**src/rtl/miriscv_arb_pkg.sv**
```systemverilog
// Shared types for the two-master data port arbiter: FSM states and owner encoding.
package miriscv_arb_pkg;

  typedef enum logic [1:0] {
    IDLE = 2'd0,
    REQ  = 2'd1,
    WAIT = 2'd2
  } arb_state_t;

  typedef logic owner_t;

  localparam owner_t OWNER_M0 = 1'b0;
  localparam owner_t OWNER_M1 = 1'b1;

endpackage

```
**src/rtl/rr_arbiter_2.sv**
```systemverilog
// Combinational two-way round-robin pick: on a tie the master that did not win last time is chosen.
module rr_arbiter_2
  import miriscv_arb_pkg::*;
(
  input  logic [1:0] i_req,
  input  owner_t     i_last,
  output owner_t     o_sel,
  output logic       o_valid
);

  always_comb begin
    o_valid = |i_req;
    if (i_req == 2'b11) begin
      o_sel = ~i_last;
    end else if (i_req[1]) begin
      o_sel = OWNER_M1;
    end else begin
      o_sel = OWNER_M0;
    end
  end

endmodule

```
**src/rtl/data_port_arbiter.sv**
```systemverilog
// Round-robin arbiter sharing one req/gnt/rvalid data port between two masters, one transaction in flight.
// Optional response watchdog enabled by defining ARB_TIMEOUT_EN.
module data_port_arbiter
  import miriscv_arb_pkg::*;
#(
  parameter int TIMEOUT_CYCLES = 255,
  parameter int CNT_W          = 8
) (
  input  logic        clk_i,
  input  logic        rst_n_i,

  input  logic        m0_req_i,
  input  logic        m0_we_i,
  input  logic [3:0]  m0_be_i,
  input  logic [31:0] m0_addr_i,
  input  logic [31:0] m0_wdata_i,
  output logic        m0_gnt_o,
  output logic        m0_rvalid_o,
  output logic [31:0] m0_rdata_o,
  output logic        m0_err_o,

  input  logic        m1_req_i,
  input  logic        m1_we_i,
  input  logic [3:0]  m1_be_i,
  input  logic [31:0] m1_addr_i,
  input  logic [31:0] m1_wdata_i,
  output logic        m1_gnt_o,
  output logic        m1_rvalid_o,
  output logic [31:0] m1_rdata_o,
  output logic        m1_err_o,

  output logic        s_req_o,
  output logic        s_we_o,
  output logic [3:0]  s_be_o,
  output logic [31:0] s_addr_o,
  output logic [31:0] s_wdata_o,
  input  logic        s_gnt_i,
  input  logic        s_rvalid_i,
  input  logic [31:0] s_rdata_i,

  output logic        busy_o
);

  arb_state_t r_state;
  owner_t     r_owner;
  owner_t     r_last;
  logic       r_we;

  owner_t      w_sel;
  logic        w_valid;
  owner_t      w_cur;
  logic        w_active;
  logic        w_grant;
  logic        w_wait;
  logic        w_timeout;
  logic        w_resp;
  logic        w_err;
  logic        w_cur_we;
  logic [31:0] w_rdata;

  rr_arbiter_2 u_rr (
    .i_req   ({m1_req_i, m0_req_i}),
    .i_last  (r_last),
    .o_sel   (w_sel),
    .o_valid (w_valid)
  );

  // Owner is the live pick only while idle; once latched it stays frozen until the response.
  assign w_cur    = (r_state == IDLE) ? w_sel : r_owner;
  assign w_active = ((r_state == IDLE) && w_valid) || (r_state == REQ);
  assign w_grant  = w_active && s_gnt_i;
  assign w_cur_we = (w_cur == OWNER_M1) ? m1_we_i : m0_we_i;

  assign s_req_o   = w_active;
  assign s_we_o    = w_active && w_cur_we;
  assign s_be_o    = !w_active ? 4'd0  : (w_cur == OWNER_M1) ? m1_be_i    : m0_be_i;
  assign s_addr_o  = !w_active ? 32'd0 : (w_cur == OWNER_M1) ? m1_addr_i  : m0_addr_i;
  assign s_wdata_o = !w_active ? 32'd0 : (w_cur == OWNER_M1) ? m1_wdata_i : m0_wdata_i;

  assign m0_gnt_o = w_grant && (w_cur == OWNER_M0);
  assign m1_gnt_o = w_grant && (w_cur == OWNER_M1);

`ifdef ARB_TIMEOUT_EN
  logic [CNT_W-1:0] r_cnt;

  assign w_timeout = (r_cnt == CNT_W'(TIMEOUT_CYCLES));

  always_ff @(posedge clk_i or negedge rst_n_i) begin
    if (!rst_n_i) begin
      r_cnt <= '0;
    end else if (w_grant) begin
      r_cnt <= '0;
    end else if (w_wait && !s_rvalid_i && !w_timeout) begin
      r_cnt <= r_cnt + 1'b1;
    end
  end
`else
  assign w_timeout = 1'b0;
`endif

  // A real response on the timeout cycle wins; err only fires when the slave stayed silent.
  assign w_wait  = (r_state == WAIT);
  assign w_resp  = w_wait && (s_rvalid_i || w_timeout);
  assign w_err   = w_wait && w_timeout && !s_rvalid_i;
  assign w_rdata = (w_wait && s_rvalid_i && !r_we) ? s_rdata_i : 32'd0;

  assign m0_rvalid_o = w_resp && (r_owner == OWNER_M0);
  assign m1_rvalid_o = w_resp && (r_owner == OWNER_M1);
  assign m0_rdata_o  = (r_owner == OWNER_M0) ? w_rdata : 32'd0;
  assign m1_rdata_o  = (r_owner == OWNER_M1) ? w_rdata : 32'd0;
  assign m0_err_o    = w_err && (r_owner == OWNER_M0);
  assign m1_err_o    = w_err && (r_owner == OWNER_M1);

  assign busy_o = (r_state != IDLE);

  always_ff @(posedge clk_i or negedge rst_n_i) begin
    if (!rst_n_i) begin
      r_state <= IDLE;
      r_owner <= OWNER_M0;
      r_last  <= OWNER_M1;
      r_we    <= 1'b0;
    end else begin
      case (r_state)
        IDLE: begin
          if (w_valid) begin
            r_owner <= w_sel;
            r_we    <= w_cur_we;
            if (s_gnt_i) begin
              r_last  <= w_sel;
              r_state <= WAIT;
            end else begin
              r_state <= REQ;
            end
          end
        end
        REQ: begin
          if (s_gnt_i) begin
            r_last  <= r_owner;
            r_we    <= w_cur_we;
            r_state <= WAIT;
          end
        end
        WAIT: begin
          if (w_resp) begin
            r_state <= IDLE;
          end
        end
        default: r_state <= IDLE;
      endcase
    end
  end

endmodule

```
**config.mk**
```make
export PLATFORM = sky130hd
export DESIGN_NAME = data_port_arbiter
export DESIGN_NICKNAME = d
export VERILOG_FILES = /design/src/rtl/miriscv_arb_pkg.sv /design/src/rtl/rr_arbiter_2.sv /design/src/rtl/data_port_arbiter.sv
export SDC_FILE = /design/constraint.sdc
export NUM_CORES = 1
export LEC_CHECK = 0
export ABC_AREA = 1
export CORE_AREA = 5 5 119 121
export CTS_CLUSTER_DIAMETER = 40
export CTS_CLUSTER_SIZE = 16
export DETAILED_ROUTE_END_ITERATION = 8
export DIE_AREA = 0 0 124 126
export GPL_ROUTABILITY_DRIVEN = 1
export PLACE_DENSITY = 0.71
export SLEW_MARGIN = 20
export SYNTH_ARGS = -nofsm -noshare
export SYNTH_HDL_FRONTEND = slang
export SYNTH_HIERARCHICAL = 1
export SYNTH_SLANG_ARGS = --single-unit
```
**constraint.sdc**
```tcl
create_clock -name clk_i -period 2.1 [get_ports clk_i]
set_input_delay 0.525 -clock clk_i [delete_from_list [all_inputs] [get_ports clk_i]]
set_output_delay 0.525 -clock clk_i [all_outputs]
set_load 0.01 [all_outputs]
```
==> run_results.csv, run 1 <==
group,metric,value,unit
floorplanning,die_area,0.0156,mm²
timing,worst_slew_pin_slew,0.512,ns
timing,hold_ws,0.484,ns
floorplanning,ios,317,
global_route,antenna_found_initial,0,
timing,hold_viol,0,
power_and_ir_drop,pwr-share-clk,6.5,%
finish,nets,1055,
finish,final_area,0.00670,mm²
timing,fin_setup_tns,-12.16,ns
yosys,synth_edf_count,0,
floorplanning,rows,42,
run,cap_violations,0,
timing,min_period,2.32,ns
global_route,grt_pass1_wl,21700,µm
timing,rsz0062_at_grt,"yes",
global_route,grt-ovfl-total,0,
setup_path,worstPathCellList,"a21oi_4, inv_2, nand2_4, nand2_8, buf_12, buf_16, buf_12, nor2_2, nor2_1, buf_2",
yosys,ys_types,27,
detailed_routing,drt_wl_total,15700,µm
timing,fin_ws,-0.219,ns
finish,mostFrequentLayoutCells,"173 x clkdlybuf4s50_1, 132 x buf_2, 101 x inv_1",
clock_network,clk_latency,0.23,ns
power_and_ir_drop,p_leak,3.59,nW
floorplanning,die_y,126,µm
finish,areaGrowthSynthToFinish,187,%
clock_network,numCtsBuffers,3,
finish,fillerInstances,1298,
placed_design,dp_worst_setup_slack,-0.943,ns
clock_network,cts_tree,"done",
placed_design,port_buffers,314,
global_route,grt_max_degree,36,
yosys,synth_top_cell_by_area,"nand2_1",
floorplanning,dieWidth,124,µm
placed_design,post_dp_cell_area,0.00573,mm²
power_and_ir_drop,power.switching,0.00228,W
global_route,track_usage,17.1,%
clock_network,root_buffer,"clkbuf_16",
power_and_ir_drop,powerDensity,730,mW/mm²
clock_network,postCtsHoldBufs,0,
timing,max_slew_margin,65.8,%
timing,setup_viol,134,
yosys,synth_seq_area_share,5.41,%
global_route,grt_pass1_vias,4381,
yosys,yosys-top-cells-area,"nand2_1 23%, nor2_1 23%, inv_1 17%",
timing,max_freq,431,MHz
floorplanning,core_region_area,0.0130,mm²
detailed_routing,via_per_inst,4.23,
setup_path,critPathKind,"register to output pin",
power_and_ir_drop,switching_share,46.6,%
yosys,synth_top_area_share,23.0,%
floorplanning,start_util,18.0,%
detailed_routing,drt_iter0_drc,154,
detailed_routing,ant_nets,0,
yosys,syn-cell-area,0.00233,mm²
yosys,synth_area_per_cell,4.48,µm²
power_and_ir_drop,comb_power_share,90.2,%
finish,drive_above_1_share,44.3,%
detailed_routing,route.detailed.drc,0,
detailed_routing,first_pass_iters,4,
clock_network,clockBufferDepth,2,
placed_design,post-dp-hpwl,10600,µm
setup_path,end_kind,"output pin",
yosys,yosys_most_used_dff,"dfrtp_1",
run_status,status,"finished with violations",
yosys,synth-seq-cells,5,
clock_network,clock-sinks,5,
worst_hold_path,hold_path.class,"register to register",
finish,antenna_cells,0,
clock_network,clkTransAtPathRegs,0.03,ns
timing,period_share,110,%
setup_path,worst-path-max-fanout,6,
finish,final_common_cell,"clkdlybuf4s50_1",
yosys,syn_inst,521,
setup_path,worstPathRequired,1.57,ns
power_and_ir_drop,p_seq_share,3.3,%
setup_path,max_stage_delay,0.55,ns
setup_path,slowest_stage,"dfstp_2",
setup_path,cp-start-kind,"register",
clock_network,htreeDepth,1,
power_and_ir_drop,irDropWorstVdd,386,µV
detailed_routing,avgRoutedWirePerCell,14.9,µm
yosys,synthArstFlopShare,100,%
timing,finalMaxSlewViolations,0,
placed_design,gp_congestion,0.811,
detailed_routing,vias,4463,
timing,clock_skew,0.00153,ns
power_and_ir_drop,p_int,0.00261,W
setup_path,worst_path_most_repeated_cell,"buf_12",
setup_path,crit_arrival,1.79,ns
run_status,violations,"setup timing",
yosys,ys_warn_count,6,
## power by group through the flow
stage / clock, W / sequential, W / combinational (W)
6_report: 0.000320 / 0.000161 / 0.00441
4_1_cts: 0.000322 / 0.000156 / 0.00380
3_5_place_dp: 0 / 0.000153 / 0.00305
3_3_place_gp: 0 / 0.000153 / 0.00303
2_1_floorplan: 0 / 0.000146 / 0.00158
5_1_grt: 0.000328 / 0.000165 / 0.00472
## routing by layer
metal | wire, µm | global-route usage, % | vias up | share of wire, %
met5 | 0 | 0 | - | 0
met4 | 271 | 3.35 | 0 | 1.7
met3 | 1630 | 4.80 | 21 | 10
met2 | 8080 | 32.7 | 227 | 52
met1 | 5680 | 18.5 | 1991 | 36
li1 | - | - | 2224 | -
## final timing paths
kind	slack (ns)	start	end	cells past startpoint
setup / recovery	-0.22	r_last	s_wdata_o[17]	10
hold / removal	0.48	r_state[1]	r_state[0]	1
setup reg to reg	0.50	r_last	r_we	10
hold reg to reg	0.48	r_state[1]	r_state[0]	1
max in group asynchronous	1.31	rst_n_i	r_last	1
min in group asynchronous	0.53	rst_n_i	r_we	1
## cell type report
class	instances	area (µm²)	area share, %
clock buffer	4	78.8	1.18
inverter	107	402	6.00
multi-input combinational	372	2260	33.7
sequential	5	128	1.91
tap	176	220	3.29
timing repair buffer	390	3610	53.9
## cells in the mapped netlist, types with 3 or more instances
cell / count
buf_1: 5
inv_1: 104
nor3_1: 65
clkbuf_1: 5
nand3_1: 4
nor2_1: 142
nand2_1: 143
buf_6: 11
inv_2: 3
buf_4: 6
a21oi_1: 3
nand2_4: 3
dfrtp_1: 4
buf_2: 10
## cells by family (layout without fill, tap and decap cells)
family                 Yosys count  after routing  synth area share (%)
AND/OR/NAND/NOR                361            361                  63.2
buffers and inverters          145            501                  28.8
AO/OA/AOI/OAI                    9              9                  2.41
flip-flops                       5              5                  5.41
other                            1              2                 0.161
## critical path, delay by kind of cell (launching register included)
kind,cells,cell delay (ns)
buf+inv,5,0.63
flops,1,0.55
compound gates,1,0.06
simple gates,4,0.30
## sequential cells by signal, indices dropped and copies added, names as in the netlist
name and cells:
r_state 2, r_last 1, r_owner 1, r_we 1
## repair_timing
item	4_1_cts	5_1_grt
gates resized for setup	657	153
setup buffers	15	11
setup endpoints to repair	138	137
pin swaps	18	52
gates cloned	15	5
## through the flow
step           util [%]  std cells  total power [W]
5_1_grt            51.6       1054          0.00521
3_5_place_dp       44.1       1007          0.00320
3_3_place_gp       44.1       1007          0.00319
2_1_floorplan         -        522          0.00172
4_1_cts            45.8       1040          0.00428
6_report           51.6       1054          0.00489
(Power assumes the default switching activity.)
==> run 2, diff against run 1 <==
Settings changed: SKIP_LAST_GASP set to 1.
Clock period 2.1 ns to 2.2 ns, I/O delays scaled along.
==> run 2 against run 1 <==
The run still ends with setup timing left. Routed wire length rose by 5.6%. First-iteration DRC count down 31%. Combinational power hardly changed. Core utilization rose by 0.59 points. Via count increased by 2.7%. Global-route usage rose by 0.56 points. Critical path depth rose by 3. Total power down 0.76%. Non-clock buffer count rose by 18. Clock skew is essentially flat. Cell count up 1.8%. Sequential cell count is the same. Critical endpoint is now s_wdata_o[2]. Largest cell class unchanged.
==> run_results.csv, run 2 (same netlist as run 1, synthesis figures left out) <==
group,metric,value,unit
run_status,status,"finished with violations",
run_status,violations,"setup timing",
setup_path,worst-path-max-fanout,8,
finish,final_area,0.00678,mm²
placed_design,dp_worst_setup_slack,-0.883,ns
timing,fin_ws,-0.212,ns
setup_path,crit_arrival,1.86,ns
global_route,grt_pass1_wl,22300,µm
timing,hold_viol,0,
finish,antenna_cells,0,
clock_network,clk_latency,0.23,ns
detailed_routing,via_per_inst,4.27,
worst_hold_path,hold_path.class,"register to register",
floorplanning,start_util,18.0,%
setup_path,critPathKind,"input pin to output pin",
timing,clock_skew,0.00116,ns
detailed_routing,drt_wl_total,16500,µm
floorplanning,core_region_area,0.0130,mm²
setup_path,cp-start-kind,"input pin",
global_route,grt_pass1_vias,4498,
detailed_routing,avgRoutedWirePerCell,15.4,µm
global_route,met3_usage,5.43,%
finish,largest_register_ffs,2,
placed_design,port_buffers,314,
global_route,grt-ovfl-total,0,
clock_network,cts_tree,"done",
timing,finalMaxSlewViolations,0,
finish,largest-register,"r_state",
finish,drive_above_1_share,42.8,%
placed_design,post_dp_cell_area,0.00573,mm²
clock_network,numCtsBuffers,3,
global_route,antenna_found_initial,0,
clock_network,htreeDepth,1,
power_and_ir_drop,powerDensity,716,mW/mm²
timing,max_freq,415,MHz
finish,multi_input_area,0.00213,mm²
finish,mostFrequentLayoutCells,"173 x clkdlybuf4s50_1, 121 x buf_2, 101 x inv_1",
timing,rsz0062_at_grt,"yes",
power_and_ir_drop,irDropWorstVdd,477,µV
global_route,grt_max_degree,36,
timing,min_period,2.41,ns
detailed_routing,vias,4583,
clock_network,clkTransAtPathRegs,0.03,ns
global_route,busiest_layer,"met2",
timing,period_share,110,%
clock_network,clock-sinks,5,
floorplanning,die_area,0.0156,mm²
detailed_routing,first_pass_iters,5,
detailed_routing,ant_nets,0,
floorplanning,dieWidth,124,µm
detailed_routing,drt_iter0_drc,106,
finish,register_area,128,µm²
floorplanning,die_y,126,µm
global_route,use_met1,18.8,%
setup_path,worstPathRequired,1.65,ns
clock_network,root_buffer,"clkbuf_16",
finish,areaGrowthSynthToFinish,190,%
floorplanning,rows,42,
run,cap_violations,0,
global_route,track_usage,17.7,%
finish,nets,1074,
detailed_routing,route.detailed.drc,0,
placed_design,gp_congestion,0.811,
finish,fillerInstances,1306,
placed_design,post-dp-hpwl,10500,µm
floorplanning,ios,317,
power_and_ir_drop,p_leak,3.65,nW
global_route,use_met2,33.7,%
finish,final_common_cell,"clkdlybuf4s50_1",
timing,setup_viol,73,
setup_path,end_kind,"output pin",
clock_network,clockBufferDepth,2,
[run 2: cell types whose count changed in the layout (fill, tap and decap cells not counted), moves of 3 or more]
cell      delta
buf_2       -11
clkbuf_2    +10
nor2_4       -7
nor3_2      -23
buf_6       +14
nand2_2      +7
buf_16       -3
nor3_1      +24
nand2_1      -8
buf_12       +6
nor2_1       +5
[run 2: area by class of cell]
| cell class | instances | share of cell area (%) |
|---|---|---|
| well taps | 176 | 3.25 |
| inverters | 107 | 5.96 |
| repair buffers | 408 | 56.3 |
| clock buffers | 4 | 1.16 |
| multi-input cells | 373 | 31.5 |
| flip-flops and latches | 5 | 1.88 |
[run 2: layer usage]
layer | wire [µm] | vias up
met5 | 0 | -
met4 | 335 | 0
li1 | - | 2258
met3 | 1650 | 20
met2 | 8590 | 215
met1 | 5960 | 2090
[run 2: critical path: stages]
cell and delay [ns]:
buf_6 0.08, inv_4 0.03, a21oi_4 0.13, inv_2 0.07, nand2_4 0.10, buf_6 0.13, nand2_8 0.08, buf_12 0.16
buf_4 0.13, nand2_2 0.05, nand2_1 0.06, nor2_1 0.13, buf_2 0.15
[run 2: through the flow]
stage	util (%)	hold WS (ns)	power [W]	instances	TNS [ns]
final	52.2	0.489	0.00485	1073	-5.32
after global routing	52.2	0.507	0.00517	1073	-13.60
after CTS	49.7	0.487	0.00444	1058	-6.28
after detailed placement	44.1	0.468	0.00306	1007	-89.16
after global placement	44.1	0.471	0.00304	1007	-85.77
after floorplan	-	0.254	0.00164	522	0
[run 2: path summary, 6_finish.rpt]
path	start	endpoint	slack (ns)	depth (start not counted)
worst max-delay path	m1_req_i	s_wdata_o[2]	-0.21	13
worst min-delay path	r_state[1]	r_state[0]	0.49	1
min in group asynchronous	rst_n_i	r_we	0.55	1
worst max register to register	r_last	r_we	0.59	10
max in group asynchronous	rst_n_i	r_last	1.38	1
worst min register to register	r_state[1]	r_state[0]	0.49	1
[run 2: power by group]
part           internal, W  leakage (nW)  switching [W]
registers         0.000127        0.0577      0.0000268
clock network     0.000241        0.0382      0.0000647
logic              0.00227          3.56        0.00213
total              0.00263          3.65        0.00222
[run 2: what timing repair did]
action                     CTS  global route
cloned                      17             7
resized for setup          588           205
setup buffers               31            15
hold buffers                 0             0
pin swaps                   26            58
setup endpoints to repair  138           133
